`src/rtl/tlb_ctrl.sv`:
```
// TLB instruction sequencer: runs TLBP/TLBR/TLBWI/TLBWR against the tlb array and owns CP0 Random.
// Optional Wired support: define TLB_CTRL_WIRED_EN to bound Random below by the Wired register.
module tlb_ctrl #(
  parameter int TLBNUM = 16,
  parameter int IW     = $clog2(TLBNUM)
) (
  input  logic          clk,
  input  logic          reset,
  input  logic          op_valid,
  input  logic [1:0]    op,
  output logic          op_ready,
  output logic          done,
  input  logic [18:0]   cp0_vpn2,
  input  logic [7:0]    cp0_asid,
  input  logic [25:0]   cp0_entrylo0,
  input  logic [25:0]   cp0_entrylo1,
  input  logic [IW-1:0] cp0_index,
  input  logic [IW-1:0] cp0_wired,
  input  logic          wired_we,
  output logic [IW-1:0] cp0_random,
  output logic          res_p,
  output logic [IW-1:0] res_index,
  output logic [18:0]   res_vpn2,
  output logic [7:0]    res_asid,
  output logic [25:0]   res_entrylo0,
  output logic [25:0]   res_entrylo1,
  output logic [18:0]   tlb_s_vpn2,
  output logic          tlb_s_odd_page,
  output logic [7:0]    tlb_s_asid,
  input  logic          tlb_s_found,
  input  logic [IW-1:0] tlb_s_index,
  output logic [IW-1:0] tlb_r_index,
  input  logic [18:0]   tlb_r_vpn2,
  input  logic [7:0]    tlb_r_asid,
  input  logic          tlb_r_g,
  input  logic [19:0]   tlb_r_pfn0,
  input  logic [2:0]    tlb_r_c0,
  input  logic          tlb_r_d0,
  input  logic          tlb_r_v0,
  input  logic [19:0]   tlb_r_pfn1,
  input  logic [2:0]    tlb_r_c1,
  input  logic          tlb_r_d1,
  input  logic          tlb_r_v1,
  output logic          tlb_we,
  output logic [IW-1:0] tlb_w_index,
  output logic [18:0]   tlb_w_vpn2,
  output logic [7:0]    tlb_w_asid,
  output logic          tlb_w_g,
  output logic [19:0]   tlb_w_pfn0,
  output logic [2:0]    tlb_w_c0,
  output logic          tlb_w_d0,
  output logic          tlb_w_v0,
  output logic [19:0]   tlb_w_pfn1,
  output logic [2:0]    tlb_w_c1,
  output logic          tlb_w_d1,
  output logic          tlb_w_v1
);
  typedef enum logic [1:0] {IDLE, EXEC, DONE} state_t;
  localparam logic [1:0] OP_P = 2'd0, OP_R = 2'd1;
  localparam logic [IW-1:0] RMAX = IW'(TLBNUM - 1);

  state_t        state;
  logic [1:0]    op_q;
  logic [18:0]   lat_vpn2;
  logic [7:0]    lat_asid;
  logic [25:0]   lat_lo0, lat_lo1;
  logic [IW-1:0] lat_index;
  logic [IW-1:0] random_q;

  assign op_ready   = (state == IDLE) && !reset;
  assign cp0_random = random_q;

  // Port fields are held at the latched request so the array sees stable values outside EXEC.
  assign tlb_s_vpn2     = lat_vpn2;
  assign tlb_s_asid     = lat_asid;
  assign tlb_s_odd_page = 1'b0;
  assign tlb_r_index    = lat_index;
  assign tlb_w_index    = lat_index;
  assign tlb_w_vpn2     = lat_vpn2;
  assign tlb_w_asid     = lat_asid;
  assign tlb_w_g        = lat_lo0[0] & lat_lo1[0];
  assign {tlb_w_pfn0, tlb_w_c0, tlb_w_d0, tlb_w_v0} = lat_lo0[25:1];
  assign {tlb_w_pfn1, tlb_w_c1, tlb_w_d1, tlb_w_v1} = lat_lo1[25:1];
  // op_q[1] marks both write flavours; reset suppresses a write already in EXEC.
  assign tlb_we = (state == EXEC) && op_q[1] && !reset;

  always_ff @(posedge clk) begin
    if (reset) begin
      state        <= IDLE;
      done         <= 1'b0;
      op_q         <= 2'd0;
      lat_vpn2     <= '0;
      lat_asid     <= '0;
      lat_lo0      <= '0;
      lat_lo1      <= '0;
      lat_index    <= '0;
      res_p        <= 1'b0;
      res_index    <= '0;
      res_vpn2     <= '0;
      res_asid     <= '0;
      res_entrylo0 <= '0;
      res_entrylo1 <= '0;
    end else begin
      case (state)
        IDLE: if (op_valid) begin
          op_q      <= op;
          lat_vpn2  <= cp0_vpn2;
          lat_asid  <= cp0_asid;
          lat_lo0   <= cp0_entrylo0;
          lat_lo1   <= cp0_entrylo1;
          lat_index <= (op == 2'd3) ? random_q : cp0_index;
          state     <= EXEC;
        end
        EXEC: begin
          if (op_q == OP_P) begin
            res_p     <= ~tlb_s_found;
            res_index <= tlb_s_found ? tlb_s_index : '0;
          end else if (op_q == OP_R) begin
            res_vpn2     <= tlb_r_vpn2;
            res_asid     <= tlb_r_asid;
            res_entrylo0 <= {tlb_r_pfn0, tlb_r_c0, tlb_r_d0, tlb_r_v0, tlb_r_g};
            res_entrylo1 <= {tlb_r_pfn1, tlb_r_c1, tlb_r_d1, tlb_r_v1, tlb_r_g};
          end
          done  <= 1'b1;
          state <= DONE;
        end
        DONE: begin
          done  <= 1'b0;
          state <= IDLE;
        end
        default: state <= IDLE;
      endcase
    end
  end

`ifdef TLB_CTRL_WIRED_EN
  logic [IW-1:0] wired_floor;

  // Using <= also pins Random at the top when Wired covers the whole range.
  always_ff @(posedge clk) begin
    if (reset) begin
      random_q    <= RMAX;
      wired_floor <= '0;
    end else if (wired_we) begin
      random_q    <= RMAX;
      wired_floor <= cp0_wired;
    end else begin
      random_q <= (random_q <= wired_floor) ? RMAX : random_q - 1'b1;
    end
  end
`else
  logic unused_wired;
  assign unused_wired = ^{cp0_wired, wired_we};

  always_ff @(posedge clk) begin
    if (reset) random_q <= RMAX;
    else       random_q <= (random_q == '0) ? RMAX : random_q - 1'b1;
  end
`endif
endmodule

```
`config.mk`:
```
export PLATFORM = sky130hd
export DESIGN_NAME = tlb_ctrl
export DESIGN_NICKNAME = d
export VERILOG_FILES = /design/src/rtl/tlb_ctrl.sv
export SDC_FILE = /design/constraint.sdc
export NUM_CORES = 1
export LEC_CHECK = 0
export BUFFER_PORTS_ARGS = -buffer_cell sky130_fd_sc_hd__buf_4
export CORE_AREA = 3 3 149 151
export CTS_BUF_LIST = sky130_fd_sc_hd__clkbuf_4
export CTS_CLUSTER_SIZE = 20
export DETAILED_ROUTE_END_ITERATION = 10
export DIE_AREA = 0 0 152 154
export PLACE_DENSITY = 0.72
export SETUP_SLACK_MARGIN = 0.05
export SYNTH_ARGS = -nofsm -noshare
export SYNTH_HDL_FRONTEND = slang
export SYNTH_SLANG_ARGS = --single-unit
export TNS_END_PERCENT = 5
```
`constraint.sdc`:
```
create_clock -name clk -period 1.75 [get_ports clk]
set_input_delay 0.35 -clock clk [delete_from_list [all_inputs] [get_ports clk]]
set_output_delay 0.35 -clock clk [all_outputs]
set_load 0.005 [all_outputs]
```
==> impl_metrics.py <==
metrics = {
    "detailed_routing": {
        "drt_first_pass_iters": 4,
        "detail-route-antenna-nets": 0,
        "met3_wirelength_mm": 1.868,
        "routedWlPerCell_um": 15.01,
        "remaining_drc_errors": 0,
        "totalWireLength_mm": 23.88,
        "highest-signal-layer": "met4",
        "met1_length_mm": 9.379,
        "detailroute.wirelength.met2_mm": 12.11,
        "vias": 7223,
        "drt_first_iter_violations": 296,
        "routed_vias_inst": 4.540,
    },
    "floorplanning": {
        "die_outline_width_um": 152,
        "ioPinCount": 381,
        "initial_core_util_pct": 32.15,
        "core_area_mm2": 0.02096,
        "fp.dieH_um": 154,
        "std_cell_rows": 53,
        "die_area_mm2": 0.02341,
    },
    "setup_path": {
        "criticalPathCategory": "flop to output port",
        "crit_path_end_kind": "output port",
        "rr_startpoint": "state[0]$_SDFFE_PP0P_",
        "worstPathMaxFanout": 3,
        "timing.reg2reg.setup_slack_ns": 0.15,
        "r2r_end": "lat_lo1[6]$_SDFFE_PP0P_",
        "worstPathArrival_ns": 1.39,
        "required_time_at_the_endpoint_of_the_critical_path_ns": 1.40,
        "worstSetupStartpointType": "flop",
        "worst-r2r-cell-count": 7,
    },
    "sta": {
        "timing_hold_violations_final": 0,
        "min_period_ns": 1.735,
        "rsz0062_at_grt": "true",
        "post-route-period-util_pct": 99.14,
        "setup_total_negative_slack_ns": 0,
        "fin_skew_ns": 0.02209,
        "fmaxAchievable_mhz": 576.4,
        "finalMaxSlewViolations": 0,
        "finalSetupViolations": 0,
    },
    "place": {
        "placement.cell_area_mm2": 0.009350,
        "gp_congestion": 0.8205,
        "placement.io_buffers": 374,
        "dpl.hpwl_mm": 15.63,
    },
    "finish": {
        "layout.cells.most_common": "sky130_fd_sc_hd__buf_4",
        "post_route_cells_drive_above_1_share_pct": 33.94,
        "fin_nets": 1483,
        "layout-area-overhead-vs-synth_pct": 68.36,
        "cell_area_after_layout_mm2": 0.01134,
        "final_cell_mix": "sky130_fd_sc_hd__buf_4 (394), sky130_fd_sc_hd__nand2_1 (329), sky130_fd_sc_hd__dfxtp_1 (173)",
    },
    "synthesis": {
        "postSynthRegisterBits": 175,
        "ys_seq_area_share_pct": 52.00,
        "synth_fp_nets": 1036,
        "synth_cell_type_count": 25,
        "avg_cell_area_syn_um2": 7.880,
        "syn-cell-area_mm2": 0.006738,
        "synth-warning-count": 0,
        "syn-instance-count": 855,
    },
    "hold_path": {
        "holdCritStartpoint": "cp0_index[1]",
        "whs_endpoint": "tlb_r_index[1]$_SDFFE_PP0P_",
        "worst_hold_path.num_cells": 3,
        "worst_hold_path_type": "primary input to flop",
    },
    "job": {
        "max_cap_violations": 0,
    },
    "cts": {
        "cts_buffers": 17,
        "clk_pin_slew_ns": 0.14,
        "root_buffer": "sky130_fd_sc_hd__clkbuf_4",
        "clock_insertion_delay_worst_skew_ns": 0.55,
        "cts.sink_count": 175,
        "clock_tree.htree_level_count": 4,
        "cts_tree": "yes",
        "cts-root-to-sink-buffers": 2,
    },
    "global_routing": {
        "number_of_antenna_violations_at_the_first_check_in_global_routing": 2,
        "largest_net_degree_at_the_start_of_global_routing": 79,
        "grt_pass1_vias": 7207,
        "gr-usage-all-layers_pct": 19.72,
        "grt_first_pass_wirelength_mm": 37.84,
        "grt-ovfl-total": 0,
    },
    "outcome": {
        "run_status": "completed",
    },
    "pwr": {
        "leakage_nw": 5.007,
        "max-vdd-ir-drop_mv": 0.4901,
        "pwr_density_cell_mw_per_mm2": 803.1,
    },
}
[metrics by stage]
stage	instances	hold slack (ns)	total power [mW]	util, %	worst slack (ns)
2_1_floorplan	855	0.4215	5.395	-	0.3071
3_3_place_gp	1394	0.4389	6.255	44.62	0.2281
3_5_place_dp	1394	0.4433	6.291	44.62	0.1636
4_1_cts	1588	0.005259	9.208	54.05	-0.04902
5_1_grt	1591	0.004102	9.607	54.13	-0.09481
6_report	1591	0.07574	9.110	54.13	0.01499
[worst max-delay path by stage]
| stage | from | to | slack [ns] |
|---|---|---|---|
| 2_1_floorplan | state[1]$_SDFFE_PP0P_ | res_entrylo0[12]$_SDFFE_PP0P_ | 0.31 |
| 3_3_place_gp | state[1]$_SDFFE_PP0P_ | res_entrylo1[10]$_SDFFE_PP0P_ | 0.23 |
| 3_5_place_dp | state[1]$_SDFFE_PP0P_ | res_entrylo1[10]$_SDFFE_PP0P_ | 0.16 |
| 4_1_cts | state[1]$_SDFFE_PP0P_ | tlb_we | -0.05 |
| 5_1_grt | state[0]$_SDFFE_PP0P_ | op_ready | -0.09 |
| 6_report | state[0]$_SDFFE_PP0P_ | op_ready | 0.01 |
[cell usage after synthesis (all sizes together)]
| master | n | share of area (%) |
|---|---|---|
| nand2 | 331 | 18 |
| dfxtp | 175 | 52 |
| a21oi | 165 | 12 |
| buf | 104 | 11 |
| clkbuf | 30 | 1.7 |
| nor2 | 10 | 0.56 |
| nand3 | 8 | 0.59 |
| ha | 5 | 0.93 |
| inv | 5 | 0.28 |
| a311oi | 4 | 0.52 |
| a211oi | 2 | 0.22 |
| and2 | 2 | 0.19 |
| mux2i | 2 | 0.30 |
| nand2b | 2 | 0.19 |
| o21bai | 2 | 0.22 |
| and3b | 1 | 0.13 |
| conb | 1 | 0.056 |
| nand3b | 1 | 0.11 |
| nor2b | 1 | 0.093 |
| nor3b | 1 | 0.11 |
| nor4b | 1 | 0.13 |
| or3b | 1 | 0.13 |
| xnor2 | 1 | 0.13 |
[timing repair]
item | in CTS | in global routing
pin swaps | 2 | 2
endpoints found under the hold margin | 158 | 0
gates resized for setup | 14 | 2
buffers inserted | 5 | 1
endpoints found under the setup margin | 2 | 3
hold buffers | 158 | 0
[per-layer routing]
layer	track usage (%)	vias to the layer above
met5	0	-
met4	7.235	0
met3	6.558	36
met2	34.84	303
met1	22.18	3330
li1	-	3554
[sequential cells by signal, indices dropped and copies added (netlist names), 4 cells and up]
name          count
cp0_random        4
lat_lo0          26
lat_lo1          26
res_asid          8
res_entrylo0     26
res_entrylo1     25
res_index         4
res_vpn2         19
tlb_r_index       4
tlb_s_asid        8
tlb_s_vpn2       19
[cells by family (layout without fill, tap and decap cells)]
| kind of cell | count (synthesis) | after routing | synth area share (%) |
|---|---|---|---|
| AOI/OAI and AO/OA | 173 | 173 | 13.22 |
| xor gates and xnor gates | 1 | 1 | 0.1300 |
| adders and majority gates | 5 | 5 | 0.9285 |
| buffers and inverters | 139 | 598 | 12.70 |
| DFF | 175 | 175 | 52.00 |
| muxes | 2 | 2 | 0.2971 |
| other | 1 | 3 | 0.05566 |
| and+or+nand+nor | 359 | 359 | 20.67 |
[final cells by class]
class	count	area, um2
Sequential cell	175	3508
Multi-Input combinational cell	541	2421
Tap cell	275	344.1
Clock inverter	14	182.7
Fill cell	1786	9612
Antenna cell	2	5.005
Inverter	5	23.77
Clock buffer	17	127.6
Timing Repair Buffer	562	4731
[critical path, cell delays in order, from the launching register on]
cell and delay, ns:
sky130_fd_sc_hd__dfxtp_4 0.41, sky130_fd_sc_hd__inv_4 0.04, sky130_fd_sc_hd__ha_4 0.15, sky130_fd_sc_hd__nor2b_4 0.12, sky130_fd_sc_hd__buf_6 0.13
[report_power, final]
part | switching, mW | total, mW | leakage [nW] | internal (mW)
clock | 1.51 | 2.53 | 0.163 | 1.02
combinational | 0.922 | 2.14 | 3.42 | 1.22
sequential | 0.188 | 4.44 | 1.43 | 4.25
total | 2.62 | 9.11 | 5.01 | 6.49
(Power assumes the default switching activity.)
